### src/rtl/mem_arbiter_pkg.sv
// Shared types and constants for the I/D cache line-fill memory arbiter.
package mem_arbiter_pkg;

    localparam int LINE_WORDS_DEF = 4;

    typedef enum logic [1:0] {
        IDLE  = 2'd0,
        BURST = 2'd1,
        DONE  = 2'd2
    } state_t;

    typedef enum logic {
        REQ_I = 1'b0,
        REQ_D = 1'b1
    } req_id_t;

    // Clear the byte offset within a line of lw 32-bit words.
    function automatic logic [31:0] line_base(input logic [31:0] addr, input int lw);
        return addr & ~((32'(lw) << 2) - 32'd1);
    endfunction

endpackage

### src/rtl/mem_arbiter_if.sv
// Cache-side request/response signals plus the shared memory beat bus.
interface mem_arbiter_if
    import mem_arbiter_pkg::*;
#(
    parameter int LINE_WORDS = LINE_WORDS_DEF
);
    logic                    i_req;
    logic [31:0]             i_addr;
    logic                    i_done;
    logic                    d_req;
    logic                    d_we;
    logic [31:0]             d_addr;
    logic [32*LINE_WORDS-1:0] d_wline;
    logic                    d_done;
    logic [32*LINE_WORDS-1:0] rline;
    logic                    busy;
    logic                    mem_req;
    logic                    mem_we;
    logic [31:0]             mem_addr;
    logic [31:0]             mem_wdata;
    logic [31:0]             mem_rdata;
    logic                    mem_ack;

    modport master (
        input  i_req, i_addr, d_req, d_we, d_addr, d_wline, mem_rdata, mem_ack,
        output i_done, d_done, rline, busy, mem_req, mem_we, mem_addr, mem_wdata
    );

    modport slave (
        output i_req, i_addr, d_req, d_we, d_addr, d_wline, mem_rdata, mem_ack,
        input  i_done, d_done, rline, busy, mem_req, mem_we, mem_addr, mem_wdata
    );

endinterface

### src/rtl/mem_arbiter_arb_rr2.sv
// Two-requester round-robin picker: combinational pick, last winner registered on take.
module arb_rr2
    import mem_arbiter_pkg::*;
(
    input  logic    clk,
    input  logic    reset,
    input  logic    req_i,
    input  logic    req_d,
    input  logic    take,
    output logic    gnt_vld,
    output req_id_t gnt_id
);
    req_id_t last_grant;

    always_comb begin
        gnt_vld = req_i | req_d;
        gnt_id  = REQ_I;
        if (req_i && req_d) begin
            gnt_id = (last_grant == REQ_I) ? REQ_D : REQ_I;
        end else if (req_d) begin
            gnt_id = REQ_D;
        end
    end

    always_ff @(posedge clk or negedge reset) begin
        if (!reset) begin
            last_grant <= REQ_I;
        end else if (take && gnt_vld) begin
            last_grant <= gnt_id;
        end
    end

endmodule

### src/rtl/mem_arbiter.sv
// Arbitrates I-cache fills and D-cache fills/write-backs onto one memory beat bus.
// One line burst at a time; beats wait on mem_ack, done pulses one cycle after the last ack.
module mem_arbiter
    import mem_arbiter_pkg::*;
#(
    parameter int LINE_WORDS = LINE_WORDS_DEF
)(
    input  logic          clk,
    input  logic          reset,
    mem_arbiter_if.master bus
);
    localparam int            BW        = $clog2(LINE_WORDS);
    localparam logic [BW-1:0] LAST_BEAT = BW'(LINE_WORDS - 1);

    state_t                       state_q, state_d;
    logic [BW-1:0]                beat_q;
    req_id_t                      owner_q;
    logic                         we_q;
    logic [31:0]                  base_q;
    logic [LINE_WORDS-1:0][31:0]  wline_q;
    logic [LINE_WORDS-1:0][31:0]  rline_q;

    logic    gnt_vld;
    req_id_t gnt_id;
    logic    grant;
    logic    last_ack;

    arb_rr2 u_arb (
        .clk     (clk),
        .reset   (reset),
        .req_i   (bus.i_req),
        .req_d   (bus.d_req),
        .take    (state_q == IDLE),
        .gnt_vld (gnt_vld),
        .gnt_id  (gnt_id)
    );

    assign grant    = (state_q == IDLE) && gnt_vld;
    assign last_ack = (state_q == BURST) && bus.mem_ack && (beat_q == LAST_BEAT);

    always_ff @(posedge clk or negedge reset) begin
        if (!reset) begin
            state_q <= IDLE;
        end else begin
            state_q <= state_d;
        end
    end

    always_comb begin
        state_d = state_q;
        case (state_q)
            IDLE:    if (gnt_vld) state_d = BURST;
            BURST:   if (last_ack) state_d = DONE;
            DONE:    state_d = IDLE;
            default: state_d = IDLE;
        endcase
    end

    // Everything the burst needs is captured at grant so the caches may move on.
    always_ff @(posedge clk or negedge reset) begin
        if (!reset) begin
            beat_q  <= '0;
            owner_q <= REQ_I;
            we_q    <= 1'b0;
            base_q  <= '0;
            wline_q <= '0;
            rline_q <= '0;
        end else begin
            if (grant) begin
                owner_q <= gnt_id;
                base_q  <= line_base((gnt_id == REQ_I) ? bus.i_addr : bus.d_addr, LINE_WORDS);
                we_q    <= (gnt_id == REQ_D) && bus.d_we;
                beat_q  <= '0;
                if (gnt_id == REQ_D && bus.d_we) begin
                    wline_q <= bus.d_wline;
                end
            end
            if (state_q == BURST && bus.mem_ack) begin
                if (!we_q) begin
                    rline_q[beat_q] <= bus.mem_rdata;
                end
                if (beat_q != LAST_BEAT) begin
                    beat_q <= beat_q + 1'b1;
                end
            end
            if (state_q == DONE) begin
                beat_q <= '0;
            end
        end
    end

    assign bus.mem_req   = (state_q == BURST);
    assign bus.mem_we    = (state_q == BURST) && we_q;
    assign bus.mem_addr  = base_q + 32'({beat_q, 2'b00});
    assign bus.mem_wdata = wline_q[beat_q];
    assign bus.i_done    = (state_q == DONE) && (owner_q == REQ_I);
    assign bus.d_done    = (state_q == DONE) && (owner_q == REQ_D);
    assign bus.busy      = (state_q != IDLE);
    assign bus.rline     = rline_q;

endmodule

### src/flat_wrapper.sv
// flat-port wrapper written by rule: the top's interface ports become plain ports
module mem_arbiter_flat import mem_arbiter_pkg::*;
#(
    parameter int LINE_WORDS = LINE_WORDS_DEF
)
  (clk, reset, bus_i_req, bus_i_addr, bus_d_req, bus_d_we, bus_d_addr, bus_d_wline, bus_mem_rdata, bus_mem_ack, bus_i_done, bus_d_done, bus_rline, bus_busy, bus_mem_req, bus_mem_we, bus_mem_addr, bus_mem_wdata);
  mem_arbiter_if #(.LINE_WORDS(LINE_WORDS)) bus_i ();
  input  logic clk;
  input  logic reset;
  input wire logic [$bits(bus_i.i_req)-1:0] bus_i_req;
  input wire logic [$bits(bus_i.i_addr)-1:0] bus_i_addr;
  input wire logic [$bits(bus_i.d_req)-1:0] bus_d_req;
  input wire logic [$bits(bus_i.d_we)-1:0] bus_d_we;
  input wire logic [$bits(bus_i.d_addr)-1:0] bus_d_addr;
  input wire logic [$bits(bus_i.d_wline)-1:0] bus_d_wline;
  input wire logic [$bits(bus_i.mem_rdata)-1:0] bus_mem_rdata;
  input wire logic [$bits(bus_i.mem_ack)-1:0] bus_mem_ack;
  output wire logic [$bits(bus_i.i_done)-1:0] bus_i_done;
  output wire logic [$bits(bus_i.d_done)-1:0] bus_d_done;
  output wire logic [$bits(bus_i.rline)-1:0] bus_rline;
  output wire logic [$bits(bus_i.busy)-1:0] bus_busy;
  output wire logic [$bits(bus_i.mem_req)-1:0] bus_mem_req;
  output wire logic [$bits(bus_i.mem_we)-1:0] bus_mem_we;
  output wire logic [$bits(bus_i.mem_addr)-1:0] bus_mem_addr;
  output wire logic [$bits(bus_i.mem_wdata)-1:0] bus_mem_wdata;
  assign bus_i.i_req = bus_i_req;
  assign bus_i.i_addr = bus_i_addr;
  assign bus_i.d_req = bus_d_req;
  assign bus_i.d_we = bus_d_we;
  assign bus_i.d_addr = bus_d_addr;
  assign bus_i.d_wline = bus_d_wline;
  assign bus_i.mem_rdata = bus_mem_rdata;
  assign bus_i.mem_ack = bus_mem_ack;
  assign bus_i_done = bus_i.i_done;
  assign bus_d_done = bus_i.d_done;
  assign bus_rline = bus_i.rline;
  assign bus_busy = bus_i.busy;
  assign bus_mem_req = bus_i.mem_req;
  assign bus_mem_we = bus_i.mem_we;
  assign bus_mem_addr = bus_i.mem_addr;
  assign bus_mem_wdata = bus_i.mem_wdata;
  mem_arbiter #(.LINE_WORDS(LINE_WORDS)) u_core (.clk(clk), .reset(reset), .bus(bus_i));
endmodule
### config.mk
export PLATFORM = sky130hd
export DESIGN_NAME = mem_arbiter_flat
export DESIGN_NICKNAME = d
export VERILOG_FILES = /design/src/rtl/mem_arbiter_pkg.sv /design/src/rtl/mem_arbiter_if.sv /design/src/rtl/mem_arbiter_arb_rr2.sv /design/src/rtl/mem_arbiter.sv /design/src/flat_wrapper.sv
export SDC_FILE = /design/constraint.sdc
export NUM_CORES = 1
export LEC_CHECK = 0
export CORE_ASPECT_RATIO = 0.75
export CORE_MARGIN = 2
export CORE_UTILIZATION = 41
export DETAILED_ROUTE_END_ITERATION = 12
export PLACE_DENSITY = 0.83
export REMOVE_ABC_BUFFERS = 1
export SKIP_CTS_REPAIR_TIMING = 1
export SLEW_MARGIN = 40
export SYNTH_ARGS = -nofsm -noshare
export SYNTH_HDL_FRONTEND = slang
export SYNTH_SLANG_ARGS = --single-unit
### constraint.sdc
create_clock -name clk -period 2.2 [get_ports clk]
set_input_delay 0.66 -clock clk [delete_from_list [all_inputs] [get_ports clk]]
set_output_delay 0.66 -clock clk [all_outputs]
set_load 0.02 [all_outputs]
==> flow_summary.ini, run 1 <==
[setup_path]
timing.critical_path.mode_cell = buf_6
crit_path_max_fanout = 8
path_cells = buf_6, buf_12, mux4_2, buf_6
crit_type = flip-flop to output port
worstSetupStartpointType = flip-flop
arrival_ns = 1.90
slowest_delay_ns = 0.52
critical_path_required_ns = 1.54
worst_path_max_delay_cell = mux4_2
endpoint_kind = output port

[final_layout]
area_delta_synth_final_pct = 51.47
final_area_um2 = 18130
nets = 1430
layout_common_cells = dfrtp_1, clkdlybuf4s50_1, mux2_1
drive_above_1_share_pct = 24.34
mostFrequentLayoutCell = dfrtp_1

[synthesis]
synth_area_um2 = 11970
ys_ff_latch = 290
synth_cell_type_count = 29
netlist_instances = 749
synth_seq_area_share_pct = 60.64
ys_warn_count = 0
synth_area_per_cell_um2 = 15.98

[outcome]
violations = negative setup slack
outcome = complete, but fails checks

[power_and_ir_drop]
ir_drop_mv = 0.7929
power.leakage_nw = 8.867
power.density_nw_per_um2 = 1469

[sta]
timing.fmax_ghz = 0.3912
hold_violations = 0
tns_ns = -10.27
holdWs_ns = 0.04463
setup_violations = 32
period_needed_ns = 2.556
drv_slew = 0
setup_slack_ns = -0.3564
rsz0062_at_grt = true
skew_ns = 0.006891
finalCritPeriodShare_pct = 116.2

[global_routing]
grt_max_degree = 50
grt_antenna_before_repair = 2
grt_pass1_wl_um = 51900
grt_pass1_vias = 9055
globalRouteOverflowTotal = 0
grt_usage_pct = 21.54

[floorplanning]
start_util_pct = 41.38
die_h_um = 152.0
num_io_pins = 427
fp.dieW_um = 201.3
placeableCoreArea_um2 = 28920
rows = 54
dieArea_um2 = 30580

[route]
vias = 8109
drt-pass1-iter-count = 4
drtAntennaViolNets = 0
wire_per_inst_um = 20.69
drc = 0
drt-total-wl_um = 33320
drt_iter0_markers = 283
post_drt_via_cell_ratio = 5.037

[cts]
clk_latency_ns = 0.53
clock_path_buffers = 3
clkTransAtPathRegs_ns = 0.07
clock-root-buffer = clkbuf_16
cts_tree = done
h-tree-depth = 1
cts_buffers = 29
cts.sinks = 290

[hold_path]
hp-class = input port to async pin

[job]
maxCapViolCount = 0

[placement]
gp_congestion = 0.8186
placed_cell_area_um2 = 16940
place_hpwl_um = 24020
pre_cts_slack_ns = -0.2377
io_buffers = 416
[path summary, 6_finish.rpt]
path | slack [ns] | cells after the start | endpoint | startpoint
max | -0.36 | 4 | bus_mem_wdata[25] | u_core.beat_q[0]$_DFF_PN0_
min | 0.04 | 1 | u_core.wline_q[46]$_DFFE_PN0P_ | reset
max reg2reg | 0.46 | 6 | u_core.bus.rline[8]$_DFFE_PN0P_ | u_core.beat_q[0]$_DFF_PN0_
min reg2reg | 0.49 | 1 | u_core.bus.rline[122]$_DFFE_PN0P_ | u_core.bus.rline[122]$_DFFE_PN0P_
max in group asynchronous | 1.54 | 2 | u_core.bus.rline[4]$_DFFE_PN0P_ | reset
min in group clk | 0.49 | 1 | u_core.bus.rline[122]$_DFFE_PN0P_ | u_core.bus.rline[122]$_DFFE_PN0P_
[cell usage after synthesis]
library cell  count  share of area, %
dfrtp_1         290                61
mux2_1          133                13
mux2_2          123                12
o21ai_0          59               2.5
mux4_2           32               6.0
mux2i_1          28               2.3
buf_2            18              0.75
clkbuf_1         11              0.35
buf_6            10              0.94
buf_4             7              0.44
nand2_1           6              0.19
inv_1             5              0.16
ha_1              4              0.42
nand2_2           4              0.21
nor2_1            3             0.094
buf_1             2             0.063
o22ai_1           2              0.10
a21boi_2          1             0.094
a21oi_1           1             0.042
a31oi_1           1             0.052
and2_1            1             0.052
and3_1            1             0.052
and4bb_2          1              0.10
conb_1            1             0.031
nand2b_1          1             0.052
nand3_1           1             0.042
nand4bb_1         1             0.094
nor2_2            1             0.052
nor2b_1           1             0.052
[per-stage QoR]
step	utilization (%)	power (mW)	instances
after floorplan	-	15.72	702
after global placement	58.56	21.80	1556
after detailed placement	58.56	22.16	1556
after CTS	61.85	27.25	1607
after global routing	62.68	27.99	1610
final	62.68	26.62	1610
[worst max-delay path: cells and delay by family, from the launching register on]
kind | cells | cell delay, ns
flip-flops | 1 | 0.40
multiplexers | 1 | 0.52
buffers and inverters | 3 | 0.45
[logic make-up after synthesis]
| kind of cell | after synthesis | share of synthesized area, % |
|---|---|---|
| buffers and inverters | 53 | 2.698 |
| other | 1 | 0.03134 |
| AND/OR/NAND/NOR | 21 | 0.9934 |
| multiplexers | 316 | 32.46 |
| AO/OA/AOI/OAI | 64 | 2.760 |
| flip-flops | 290 | 60.64 |
| adder cells (fa/ha/maj) | 4 | 0.4183 |
[power by group]
part	leakage, nW	switching (mW)	internal [mW]
logic	4.89	5.90	6.44
registers	3.51	1.37	7.99
clock network	0.469	2.01	2.92
[routing by layer]
layer  share of wire, %  GRT usage (%)
met5                  0              0
met4                3.5          7.213
met3                6.3          5.320
met2                 48          35.90
met1                 42          27.74
[registers in the layout, summed over array words and instances, names as in the netlist]
| signal | flops |
|---|---|
| u_core.bus.rline | 128 |
| u_core.wline_q | 128 |
| u_core.base_q | 28 |
| u_core.beat_q | 2 |
| u_core.state_q | 2 |
| u_core.owner_q | 1 |
| u_core.we_q | 1 |
[area by class of cell]
cell class / instances / area [um^2]
flip-flops and latches: 290 / 7262
repair buffers: 463 / 4976
multi-input cells: 407 / 4424
inverters: 5 / 18.77
fillers: 2141 / 10790
clock buffers: 45 / 865.8
diodes: 2 / 5.005
well taps: 392 / 490.5
clock inverters: 6 / 83.83
No activity file was read; power rests on OpenSTA's default activity.
==> run 2: changes to the inputs <==
GPL_ROUTABILITY_DRIVEN = 0   (was unset)
MAX_ROUTING_LAYER = met4   (was unset)
==> run 2 against run 1 <==
Against the previous run: the run still ends with negative setup slack left; fmax hardly changed; clock power about the same; power about the same; critical path type unchanged; largest cell class unchanged; cell area unchanged; critical endpoint unchanged.
==> flow_summary.ini, run 2 (synthesis results as in run 1) <==
[sta]
tns_ns = -10.26
drv_slew = 0
period_needed_ns = 2.556
setup_violations = 32
rsz0062_at_grt = true
skew_ns = 0.007770
timing.fmax_ghz = 0.3912
hold_violations = 0
finalCritPeriodShare_pct = 116.2
setup_slack_ns = -0.3559

[final_layout]
drive_above_1_share_pct = 24.34
nFillCells = 2141
nets = 1430
multi_input_area_um2 = 4424
fin_cells = 1610
area_delta_synth_final_pct = 51.47
layout_common_cells = dfrtp_1, clkdlybuf4s50_1, mux2_1
mostFrequentLayoutCell = dfrtp_1
seq_area_um2 = 7262

[placement]
place_hpwl_um = 24020
io_buffers = 416
dp_cells = 1556
pre_cts_slack_ns = -0.2377

[cts]
cts_tree = done
h-tree-depth = 1
clock_path_buffers = 3
clock-root-buffer = clkbuf_16
clkTransAtPathRegs_ns = 0.07
cts_buffers = 29
clk_latency_ns = 0.53
cts.sinks = 290

[global_routing]
grt.busiest_layer = met2
grt_use_met1_pct = 27.82
grt_pass1_vias = 9105
use_met2_pct = 35.87
grt_pass1_wl_um = 51740
grt_usage_pct = 22.21
grt_max_degree = 50
globalRouteOverflowTotal = 0
grt_util_met3_pct = 5.127
grt_antenna_before_repair = 2

[power_and_ir_drop]
power.density_nw_per_um2 = 1469
total_power_mw = 26.62
ir_drop_mv = 0.8011
power.leakage_nw = 8.867

[route]
drtAntennaViolNets = 0
drt-pass1-iter-count = 4
vias = 8117
wire_per_inst_um = 20.73
drc = 0
drt_iter0_markers = 281
post_drt_via_cell_ratio = 5.042
drt-total-wl_um = 33370

[setup_path]
crit_path_max_fanout = 8
worstSetupStartpointType = flip-flop
critical_path_required_ns = 1.54
crit_type = flip-flop to output port
arrival_ns = 1.90
endpoint_kind = output port

[floorplanning]
fp.dieW_um = 201.3
placeableCoreArea_um2 = 28920
start_util_pct = 41.38
rows = 54
dieArea_um2 = 30580
num_io_pins = 427
die_h_um = 152.0

[job]
maxCapViolCount = 0

[outcome]
outcome = complete, but fails checks
violations = negative setup slack

[hold_path]
hp-class = input port to async pin
run 2: cell counts in the layout (fill, tap and decap cells not counted):
Identical to the previous run, type by type.
run 2: layout make-up:
class	instances	area share, %
sequential	290	40.06
timing repair buffer	463	27.45
multi-input combinational	407	24.41
clock buffer	45	4.777
tap	392	2.706
clock inverter	6	0.4625
inverter	5	0.1035
antenna	2	0.02761
run 2: worst max-delay path: stages (launching register included):
cell,delay [ns]
dfrtp_2,0.40
buf_6,0.16
buf_12,0.14
mux4_2,0.52
buf_6,0.15
run 2: where the power goes:
part | internal, mW | switching (mW)
sequential | 7.99 | 1.36
combinational | 6.44 | 5.89
clock | 2.92 | 2.02
total | 17.3 | 9.28
run 2: metal layers:
layer	part of all wire, %	wire length, um
met1	42	14070
met2	49	16200
met3	5.8	1952
met4	3.4	1147
met5	0	0
run 2: final timing paths:
kind                                                    from                                 to  slack (ns)  depth (start not counted)
max in group asynchronous                              reset   u_core.bus.rline[44]$_DFFE_PN0P_        1.54                          2
max                               u_core.beat_q[0]$_DFF_PN0_                  bus_mem_wdata[25]       -0.36                          4
min in group clk           u_core.bus.rline[117]$_DFFE_PN0P_  u_core.bus.rline[117]$_DFFE_PN0P_        0.48                          1
max reg2reg                       u_core.beat_q[0]$_DFF_PN0_    u_core.bus.rline[8]$_DFFE_PN0P_        0.46                          6
min reg2reg                u_core.bus.rline[117]$_DFFE_PN0P_  u_core.bus.rline[117]$_DFFE_PN0P_        0.48                          1
min                                                    reset     u_core.wline_q[46]$_DFFE_PN0P_        0.05                          1
run 2: stage by stage:
| stage | hold slack, ns | utilization [%] | cell area (um^2) |
|---|---|---|---|
| 6_report | 0.04621 | 62.68 | 18130 |
| 5_1_grt | 0.04698 | 62.68 | 18130 |
| 4_1_cts | 0.03373 | 61.85 | 17880 |
| 3_5_place_dp | 0.4754 | 58.56 | 16940 |
| 3_3_place_gp | 0.4689 | 58.56 | 16940 |
| 2_1_floorplan | 0.3644 | - | 11670 |
